### config.mk
export PLATFORM = sky130hd
export DESIGN_NAME = median_frame_sched
export DESIGN_NICKNAME = d
export VERILOG_FILES = /design/src/rtl/median_frame_sched.sv
export SDC_FILE = /design/constraint.sdc
export NUM_CORES = 1
export LEC_CHECK = 0
export CORE_MARGIN = 2
export CORE_UTILIZATION = 35
export DETAILED_ROUTE_END_ITERATION = 6
export GPL_ROUTABILITY_DRIVEN = 0
export SYNTH_ARGS = -nofsm -noshare
export SYNTH_HDL_FRONTEND = slang
export SYNTH_SLANG_ARGS = --single-unit
### constraint.sdc
create_clock -name CLK -period 8.8 [get_ports CLK]
set_input_delay 1.32 -clock CLK [delete_from_list [all_inputs] [get_ports CLK]]
set_output_delay 1.32 -clock CLK [all_outputs]
set_load 0.01 [all_outputs]
### src/rtl/median_frame_sched.sv
// -----------------------------------------------------------------------------
// median_frame_sched
// Frame-level scheduler for one 3x3 MEDIAN datapath. It walks an IMG_W x IMG_H
// image in a source RAM in raster order. Border pixels are copied unchanged to
// the destination RAM. For each interior pixel it streams the 3x3 neighbourhood
// into MEDIAN (row-major, top-left first) and writes the returned median.
//
// Ports
//   CLK, nRST            clock (rising edge), asynchronous active-low reset
//   i_START              begin a frame; only sampled in IDLE
//   o_BUSY               frame in progress
//   o_DONE               1-cycle pulse after the last destination write
//   o_ERR                sticky MEDIAN timeout flag, cleared by the next START
//   o_RD_EN/o_RD_ADDR    source RAM read port (sync RAM, i_RD_DATA 1 cycle later)
//   i_RD_DATA            source read data
//   o_WR_EN/o_WR_ADDR/o_WR_DATA   destination RAM write port
//   o_MED_DSI/o_MED_DI   MEDIAN data-valid / data in
//   i_MED_DSO/i_MED_DO   MEDIAN result strobe / result
//
// state    | meaning
// ---------+--------------------------------------------------------------
// IDLE     | waiting for START
// SELECT   | classify current pixel as border or interior
// B_RD     | read border pixel from source
// B_WR     | write border pixel (source data) to destination
// W_RD     | 9 window reads, k = 0..8
// W_LAST   | 9th datum on RD_DATA, arm watchdog
// WAIT_MED | wait for MEDIAN result, abort on watchdog terminal count
// M_WR     | write registered median to destination
// NEXT     | finish frame or advance x/y
// -----------------------------------------------------------------------------
module median_frame_sched #(
    parameter int DATA_SIZE = 8,
    parameter int IMG_W     = 16,
    parameter int IMG_H     = 16,
    parameter int ADDR_W    = 8,
    parameter int TIMEOUT   = 64
) (
    input  logic                 CLK,
    input  logic                 nRST,
    input  logic                 i_START,
    output logic                 o_BUSY,
    output logic                 o_DONE,
    output logic                 o_ERR,
    output logic                 o_RD_EN,
    output logic [ADDR_W-1:0]    o_RD_ADDR,
    input  logic [DATA_SIZE-1:0] i_RD_DATA,
    output logic                 o_WR_EN,
    output logic [ADDR_W-1:0]    o_WR_ADDR,
    output logic [DATA_SIZE-1:0] o_WR_DATA,
    output logic                 o_MED_DSI,
    output logic [DATA_SIZE-1:0] o_MED_DI,
    input  logic                 i_MED_DSO,
    input  logic [DATA_SIZE-1:0] i_MED_DO
);

    if (IMG_W < 3) begin : g_bad_w
        $error("median_frame_sched: IMG_W must be at least 3");
    end
    if (IMG_H < 3) begin : g_bad_h
        $error("median_frame_sched: IMG_H must be at least 3");
    end
    if ((2 ** ADDR_W) < IMG_W * IMG_H) begin : g_bad_a
        $error("median_frame_sched: ADDR_W too small for IMG_W*IMG_H");
    end
    if (TIMEOUT < 1) begin : g_bad_t
        $error("median_frame_sched: TIMEOUT must be at least 1");
    end

    localparam int XW = $clog2(IMG_W);
    localparam int YW = $clog2(IMG_H);
    localparam int TW = (TIMEOUT > 1) ? $clog2(TIMEOUT) : 1;

    typedef enum logic [3:0] {
        S_IDLE, S_SELECT, S_B_RD, S_B_WR, S_W_RD,
        S_W_LAST, S_WAIT_MED, S_M_WR, S_NEXT
    } state_t;

    state_t                r_state;
    state_t                w_next;
    logic [XW-1:0]         r_x;
    logic [YW-1:0]         r_y;
    logic [3:0]            r_k;
    logic [TW-1:0]         r_wd;
    logic [DATA_SIZE-1:0]  r_med;
    logic                  r_busy;
    logic                  r_done;
    logic                  r_err;
    logic                  r_dsi;

    logic                  w_border;
    logic                  w_last_pix;
    logic [1:0]            w_kr;
    logic [1:0]            w_kc;
    logic [ADDR_W-1:0]     w_pix_addr;
    logic [ADDR_W-1:0]     w_win_addr;

    assign w_border   = (r_x == '0) || (r_y == '0) ||
                        (r_x == XW'(IMG_W - 1)) || (r_y == YW'(IMG_H - 1));
    assign w_last_pix = (r_x == XW'(IMG_W - 1)) && (r_y == YW'(IMG_H - 1));

    // k -> (row, col) inside the window; avoids a divider for k/3, k%3
    always_comb begin
        w_kr = 2'd0;
        w_kc = 2'd0;
        case (r_k)
            4'd0: begin w_kr = 2'd0; w_kc = 2'd0; end
            4'd1: begin w_kr = 2'd0; w_kc = 2'd1; end
            4'd2: begin w_kr = 2'd0; w_kc = 2'd2; end
            4'd3: begin w_kr = 2'd1; w_kc = 2'd0; end
            4'd4: begin w_kr = 2'd1; w_kc = 2'd1; end
            4'd5: begin w_kr = 2'd1; w_kc = 2'd2; end
            4'd6: begin w_kr = 2'd2; w_kc = 2'd0; end
            4'd7: begin w_kr = 2'd2; w_kc = 2'd1; end
            4'd8: begin w_kr = 2'd2; w_kc = 2'd2; end
            default: begin w_kr = 2'd0; w_kc = 2'd0; end
        endcase
    end

    assign w_pix_addr = ADDR_W'(r_y) * ADDR_W'(IMG_W) + ADDR_W'(r_x);

    // Only evaluated for interior pixels, so the -1 terms never wrap
    assign w_win_addr = (ADDR_W'(r_y) + ADDR_W'(w_kr) - ADDR_W'(1)) * ADDR_W'(IMG_W)
                      + ADDR_W'(r_x) + ADDR_W'(w_kc) - ADDR_W'(1);

    always_ff @(posedge CLK or negedge nRST) begin
        if (!nRST) r_state <= S_IDLE;
        else       r_state <= w_next;
    end

    always_comb begin
        w_next    = r_state;
        o_RD_EN   = 1'b0;
        o_RD_ADDR = '0;
        o_WR_EN   = 1'b0;
        o_WR_ADDR = '0;
        o_WR_DATA = '0;
        case (r_state)
            S_IDLE:     if (i_START) w_next = S_SELECT;
            S_SELECT:   w_next = w_border ? S_B_RD : S_W_RD;
            S_B_RD: begin
                o_RD_EN   = 1'b1;
                o_RD_ADDR = w_pix_addr;
                w_next    = S_B_WR;
            end
            S_B_WR: begin
                o_WR_EN   = 1'b1;
                o_WR_ADDR = w_pix_addr;
                o_WR_DATA = i_RD_DATA;
                w_next    = S_NEXT;
            end
            S_W_RD: begin
                o_RD_EN   = 1'b1;
                o_RD_ADDR = w_win_addr;
                if (r_k == 4'd8) w_next = S_W_LAST;
            end
            S_W_LAST:   w_next = S_WAIT_MED;
            S_WAIT_MED: begin
                if (i_MED_DSO)       w_next = S_M_WR;
                else if (r_wd == '0) w_next = S_IDLE;
            end
            S_M_WR: begin
                o_WR_EN   = 1'b1;
                o_WR_ADDR = w_pix_addr;
                o_WR_DATA = r_med;
                w_next    = S_NEXT;
            end
            S_NEXT:     w_next = w_last_pix ? S_IDLE : S_SELECT;
            default:    w_next = S_IDLE;
        endcase
    end

    always_ff @(posedge CLK or negedge nRST) begin
        if (!nRST) begin
            r_x    <= '0;
            r_y    <= '0;
            r_k    <= '0;
            r_wd   <= '0;
            r_med  <= '0;
            r_busy <= 1'b0;
            r_done <= 1'b0;
            r_err  <= 1'b0;
            r_dsi  <= 1'b0;
        end else begin
            r_done <= 1'b0;
            // One-cycle delay aligns the valid with RD_DATA of the sync RAM
            r_dsi  <= o_RD_EN && (r_state == S_W_RD);
            case (r_state)
                S_IDLE: begin
                    if (i_START) begin
                        r_err  <= 1'b0;
                        r_busy <= 1'b1;
                        r_x    <= '0;
                        r_y    <= '0;
                    end
                end
                S_SELECT: r_k <= '0;
                S_W_RD:   if (r_k != 4'd8) r_k <= r_k + 4'd1;
                // Down-counter: terminal count at 0 gives exactly TIMEOUT cycles
                S_W_LAST: r_wd <= TW'(TIMEOUT - 1);
                S_WAIT_MED: begin
                    if (i_MED_DSO) begin
                        r_med <= i_MED_DO;
                    end else if (r_wd == '0) begin
                        r_err  <= 1'b1;
                        r_busy <= 1'b0;
                    end else begin
                        r_wd <= r_wd - 1'b1;
                    end
                end
                S_NEXT: begin
                    if (w_last_pix) begin
                        r_done <= 1'b1;
                        r_busy <= 1'b0;
                    end else if (r_x == XW'(IMG_W - 1)) begin
                        r_x <= '0;
                        r_y <= r_y + 1'b1;
                    end else begin
                        r_x <= r_x + 1'b1;
                    end
                end
                default: ;
            endcase
        end
    end

    assign o_BUSY    = r_busy;
    assign o_DONE    = r_done;
    assign o_ERR     = r_err;
    assign o_MED_DSI = r_dsi;
    assign o_MED_DI  = i_RD_DATA;

endmodule
==> Yosys cells after proc, flatten, opt, wreduce, memory -nomap -nowiden <==
Memories as Yosys holds them, arrays and structs flattened.
Index checks and enable logic that the tools add are counted.
{ "word_totals": {"in_bits": 20, "ff_bits": 34, "memories": 1, "rom_bits": 64, "word_cells": 102, "out_inout_bits": 38} }
{ "op_classes": {"n_eq_ne": 22, "reduce_logical": 24, "addsub": 10, "muxes": 35} }
{ "mem_list": {"columns": ["memory", "words", "width", "read_ports", "rd_ports_with_merged_regs", "write_ports", "line_no", "source"], "rows": [
  ["(no name shown)", 16, 4, 1, 0, 0, "106", "case (r_k)"]
]} }
{ "op_table": {"columns": ["op", "count"], "rows": [
  ["$mux 4", 10],
  ["$pmux 4 s8", 1],
  ["$pmux 8 s2", 2],
  ["$pmux 4 s2", 3],
  ["$add 8x4->8", 2],
  ["$eq 4x3->1 const B", 4],
  ["$eq 4x4->1 const B", 4],
  ["$ne 2x2->1 const B", 8],
  ["$add 4x1->4 const B", 3],
  ["$logic_not 4->1", 3],
  ["$mux 1", 12],
  ["$mux 6", 2],
  ["$pmux 6 s2", 1],
  ["$reduce_and 3->1", 3],
  ["$add 8x2->8", 1],
  ["$eq 4x2->1 const B", 2],
  ["$mux 8", 1],
  ["$reduce_and 4->1", 2],
  ["$reduce_bool 2->1", 4],
  ["$sub 8x1->8 const B", 1],
  ["$logic_not 6->1", 1],
  ["$sub 6x1->6 const B", 1],
  ["$reduce_and 5->1", 1],
  ["$add 4x2->4", 1],
  ["other kinds (13)", 18]
]} }

==> Depth between registers and ports, before layout <==
An unclocked memory read counts as a cell.
{ "logic_depth": {"ltp_word": 7, "mapped_depth": 15, "ltp_nobuf": 15} }

==> Least setup slack after synthesis <==
OpenSTA, ideal clock, no wires.
{ "synth_timing": {"path_kind": "flip-flop to output port", "from": "register r_k[0]", "to": "output port o_RD_ADDR[7]", "t_arrival_ns": 2.858, "required_ns": 7.480, "n_path_buf": 0, "stages_incl_launch_ff": 15, "setup_slack_ns": 4.622, "path_cell_list": "dfrtp_1 -> inv_1 -> ha_1 -> and3b_1 -> a31oi_1 -> ha_1 -> inv_1 -> ha_1 -> inv_1 -> fa_1 -> ha_1 -> nor2_1 -> a21oi_1 -> xnor2_1 -> o21ai_0"} }
{ "synth_via": {"elab_chain_len": 7} }
{ "synth_lines": {"columns": ["element", "line_no", "source"], "rows": [
  ["start: declaration", "83", "logic [3:0] r_k;"],
  ["start signal: assignment", "198", "S_W_RD: if (r_k != 4'd8) r_k <= r_k + 4'd1;"],
  ["$mem_v2 16x4 (*)", null, null],
  ["$add 4x2->4", "123", "assign w_win_addr = (ADDR_W'(r_y) + ADDR_W'(w_kr) - ADDR_W'(1)) * ADDR_W'(IMG_W)"],
  ["$sub 4x1->4", "123", null],
  ["$add 8x4->8", "124", "+ ADDR_W'(r_x) + ADDR_W'(w_kc) - ADDR_W'(1);"],
  ["$add 8x2->8 (*)", "124", null],
  ["$sub 8x1->8 (*)", "124", null],
  ["$pmux 8 s2 (*)", "138", "case (r_state)"],
  ["end: declaration", "46", "output logic [ADDR_W-1:0] o_RD_ADDR,"]
]} }
Every way passes the cells marked *; elsewhere a longest branch is shown, timed or not.

==> Final worst setup path <==
Same ends and word-level chain as after synthesis.

==> impl_metrics.json <==
{
  "die_w_um": 91.0,
  "syn_avg_cell_area_um2": 9.24,
  "io_pins": 58,
  "clock-sinks": 34,
  "synthCells": 287,
  "htreeDepth": 2,
  "n_fill_cell": 745,
  "io_buffers": 57,
  "num_vias": 2127,
  "grt_use_total_pct": 14.5,
  "required_ns": 7.48,
  "cts_tree": "yes",
  "powerDensity_mw_per_mm2": 351,
  "maxCapViolCount": 0,
  "final_common_cell": "clkdlybuf4s50_1",
  "setup_tns_ns": 0,
  "r2r_cells": 5,
  "crit_chain": "inv_1, ha_1, and3b_1, a31oi_1, ha_1, inv_1, ha_1, inv_1, fa_1, ha_1, nor2_1, a21oi_1, xnor2_1, o21ai_0, clkdlybuf4s50_1",
  "crit_cells": 15,
  "critPathLaunchType": "register",
  "multi_input_area_mm2": 0.00157,
  "antenna_found_initial": 0,
  "cp_slowest_cell": "clkdlybuf4s50_1",
  "path_class": "register to output port",
  "critPathTopFamily": "adder cells",
  "syn_nets": 334,
  "fin_nets": 382,
  "fin_crit_ns": 5.15,
  "yosys-top-cells-area": "dfrtp_1, ha_1, nor2_1, inv_1, xnor2_1",
  "synth.top_cell.area_share_pct": 32.1,
  "p_leak_nw": 1.45,
  "area_growth_pct": 27.3,
  "layout_common_cells": "clkdlybuf4s50_1, nor2_1, dfrtp_1",
  "cts_root_buf": "clkbuf_8",
  "ir_worst_vdd_mv": 0.0983,
  "finalSetupViolCount": 0,
  "syn-cell-area_mm2": 0.00265,
  "cts_buffers": 5,
  "fin_ws_ns": 3.65,
  "relSlewSlack_pct": 33.0,
  "hpwl_um": 4430,
  "cpPeakStageDelay_ns": 0.56,
  "synth_edf_count": 0,
  "ys_seq_area_share_pct": 32.1,
  "drive_above_1_share_pct": 9.82,
  "hold_viol": 0,
  "die_y_um": 91.0,
  "routed_via_density": 4.89,
  "dr.pass1.iters": 4,
  "cts_hold_buf": 0,
  "wl_per_cell_um": 13.4,
  "max_clock_freq_ghz": 0.194,
  "post_cts_resize_count": 0,
  "crit_arrival_ns": 3.83,
  "dpl_worst_slack_ns": 3.94,
  "yosysTopAreaCell": "dfrtp_1",
  "hold_depth": 2,
  "cp_common_cell": "ha_1",
  "grt_pass1_wl_um": 9940,
  "postCtsSetupBuffers": 0,
  "synth-async-reset-ratio_pct": 100,
  "endpoint_kind": "output port",
  "grt_max_degree": 35,
  "placed_cells": 427,
  "status": "complete, no violations",
  "core_area_mm2": 0.00729,
  "insertedDiodeCount": 0,
  "drc": 0,
  "critPathBufInv": 4,
  "num_rows": 31,
  "clock_latency_ns": 0.29,
  "slew_violations": 0,
  "clk_pin_slew_ns": 0.08,
  "synthFlopType": "dfrtp_1",
  "rsz0062_at_grt": "false",
  "overflow": 0,
  "initial_core_util_pct": 36.4,
  "clock_path_buffers": 2,
  "detail-route-antenna-nets": 0,
  "seqCellArea_um2": 851,
  "finalCritPeriodShare_pct": 58.5,
  "power.total_w": 0.00119,
  "die_area_mm2": 0.00829,
  "grt_pass1_vias": 2109,
  "fin_cells": 435,
  "tightest_slew_ns": 1.00,
  "clock_skew_ns": 0.00817,
  "synthDistinctLibCells": 51,
  "drt_iter0_markers": 85,
  "yosysWarningCount": 0,
  "wl_um": 5840,
  "crit_fanout": 5,
  "hp-class": "register to register",
  "ys_ff_latch": 34
}
-- metrics by stage --
stage          util [%]  hold slack, ns  cell area [um^2]
6_report           46.3           0.500              3380
5_1_grt            46.3           0.516              3380
4_1_cts            46.3           0.507              3380
3_5_place_dp       44.4           0.488              3240
3_3_place_gp       44.4           0.489              3240
2_1_floorplan         -           0.479              2650
-- synthesized netlist by cell type (all sizes together), types with 2 or more instances --
master	count
nand2	25
nor4	3
nand4	4
clkbuf	3
nor3	6
inv	30
xnor2	12
fa	2
a31oi	2
mux2	10
mux2i	10
nand2b	5
nor2	37
nor2b	3
xor2	4
a21oi	11
buf	14
o21ai	15
dfrtp	34
ha	25
o31ai	2
nor4b	2
nand3	4
a22o	4
or2	3
-- metal layers --
| metal | part of all wire [%] | up-vias | track usage [%] |
|---|---|---|---|
| met4 | 1.0 | 0 | 3.41 |
| met5 | 0 | - | 0 |
| met3 | 2.9 | 6 | 2.49 |
| met2 | 49 | 30 | 24.3 |
| li1 | - | 1061 | - |
| met1 | 47 | 1030 | 19.4 |
-- flip-flops by register name, summed over array words and instances, names as in the netlist --
name,flops
r_med,8
r_wd,6
r_k,4
r_state,4
r_x,4
r_y,4
o_BUSY,1
o_DONE,1
o_ERR,1
o_MED_DSI,1
-- layout make-up --
type                       count  area share, %
multi-input combinational    206           46.6
sequential                    34           25.2
timing repair buffer          58           17.1
tap                           99           3.67
inverter                      30           3.34
clock buffer                   5           2.04
clock inverter                 3           2.04
-- worst reg2reg max path, cell delays in order (launching register included) --
cell and delay, ns:
dfrtp_1 1.01, or4b_1 0.77, inv_2 0.21, nand4_1 0.13, xnor2_1 0.16, nor2_1 0.05
-- path summary, 6_finish.rpt --
check | startpoint | end | slack (ns)
worst max-delay path | r_k[0]$_DFFE_PN0P_ | o_RD_ADDR[7] | 3.65
worst min-delay path | o_BUSY$_DFFE_PN0P_ | o_BUSY$_DFFE_PN0P_ | 0.50
worst max register to register | r_state[2]$_DFFE_PN0P_ | r_k[3]$_DFFE_PN0P_ | 6.34
worst min register to register | o_BUSY$_DFFE_PN0P_ | o_BUSY$_DFFE_PN0P_ | 0.50
max in group asynchronous | nRST | r_k[3]$_DFFE_PN0P_ | 7.04
min in group asynchronous | nRST | r_med[2]$_DFFE_PN0P_ | 1.44
-- power breakdown --
| part | internal (W) | total, W | switching, W |
|---|---|---|---|
| combinational | 0.000377 | 0.000717 | 0.000340 |
| sequential | 0.000209 | 0.000295 | 0.0000859 |
| clock | 0.000114 | 0.000174 | 0.0000605 |
-- cell families (layout without fill, tap and decap cells) --
group,Yosys count,count (layout),synth area share [%]
multiplexers,20,20,8.16
flip-flops,34,34,32.1
XOR/XNOR,16,16,5.29
buffers and inverters,47,96,8.59
AND/OR/NAND/NOR,100,100,21.6
adder cells (fa/ha/maj),27,27,13.3
AO/OA/AOI/OAI,43,43,10.9
No activity file was read; power rests on OpenSTA's default activity.
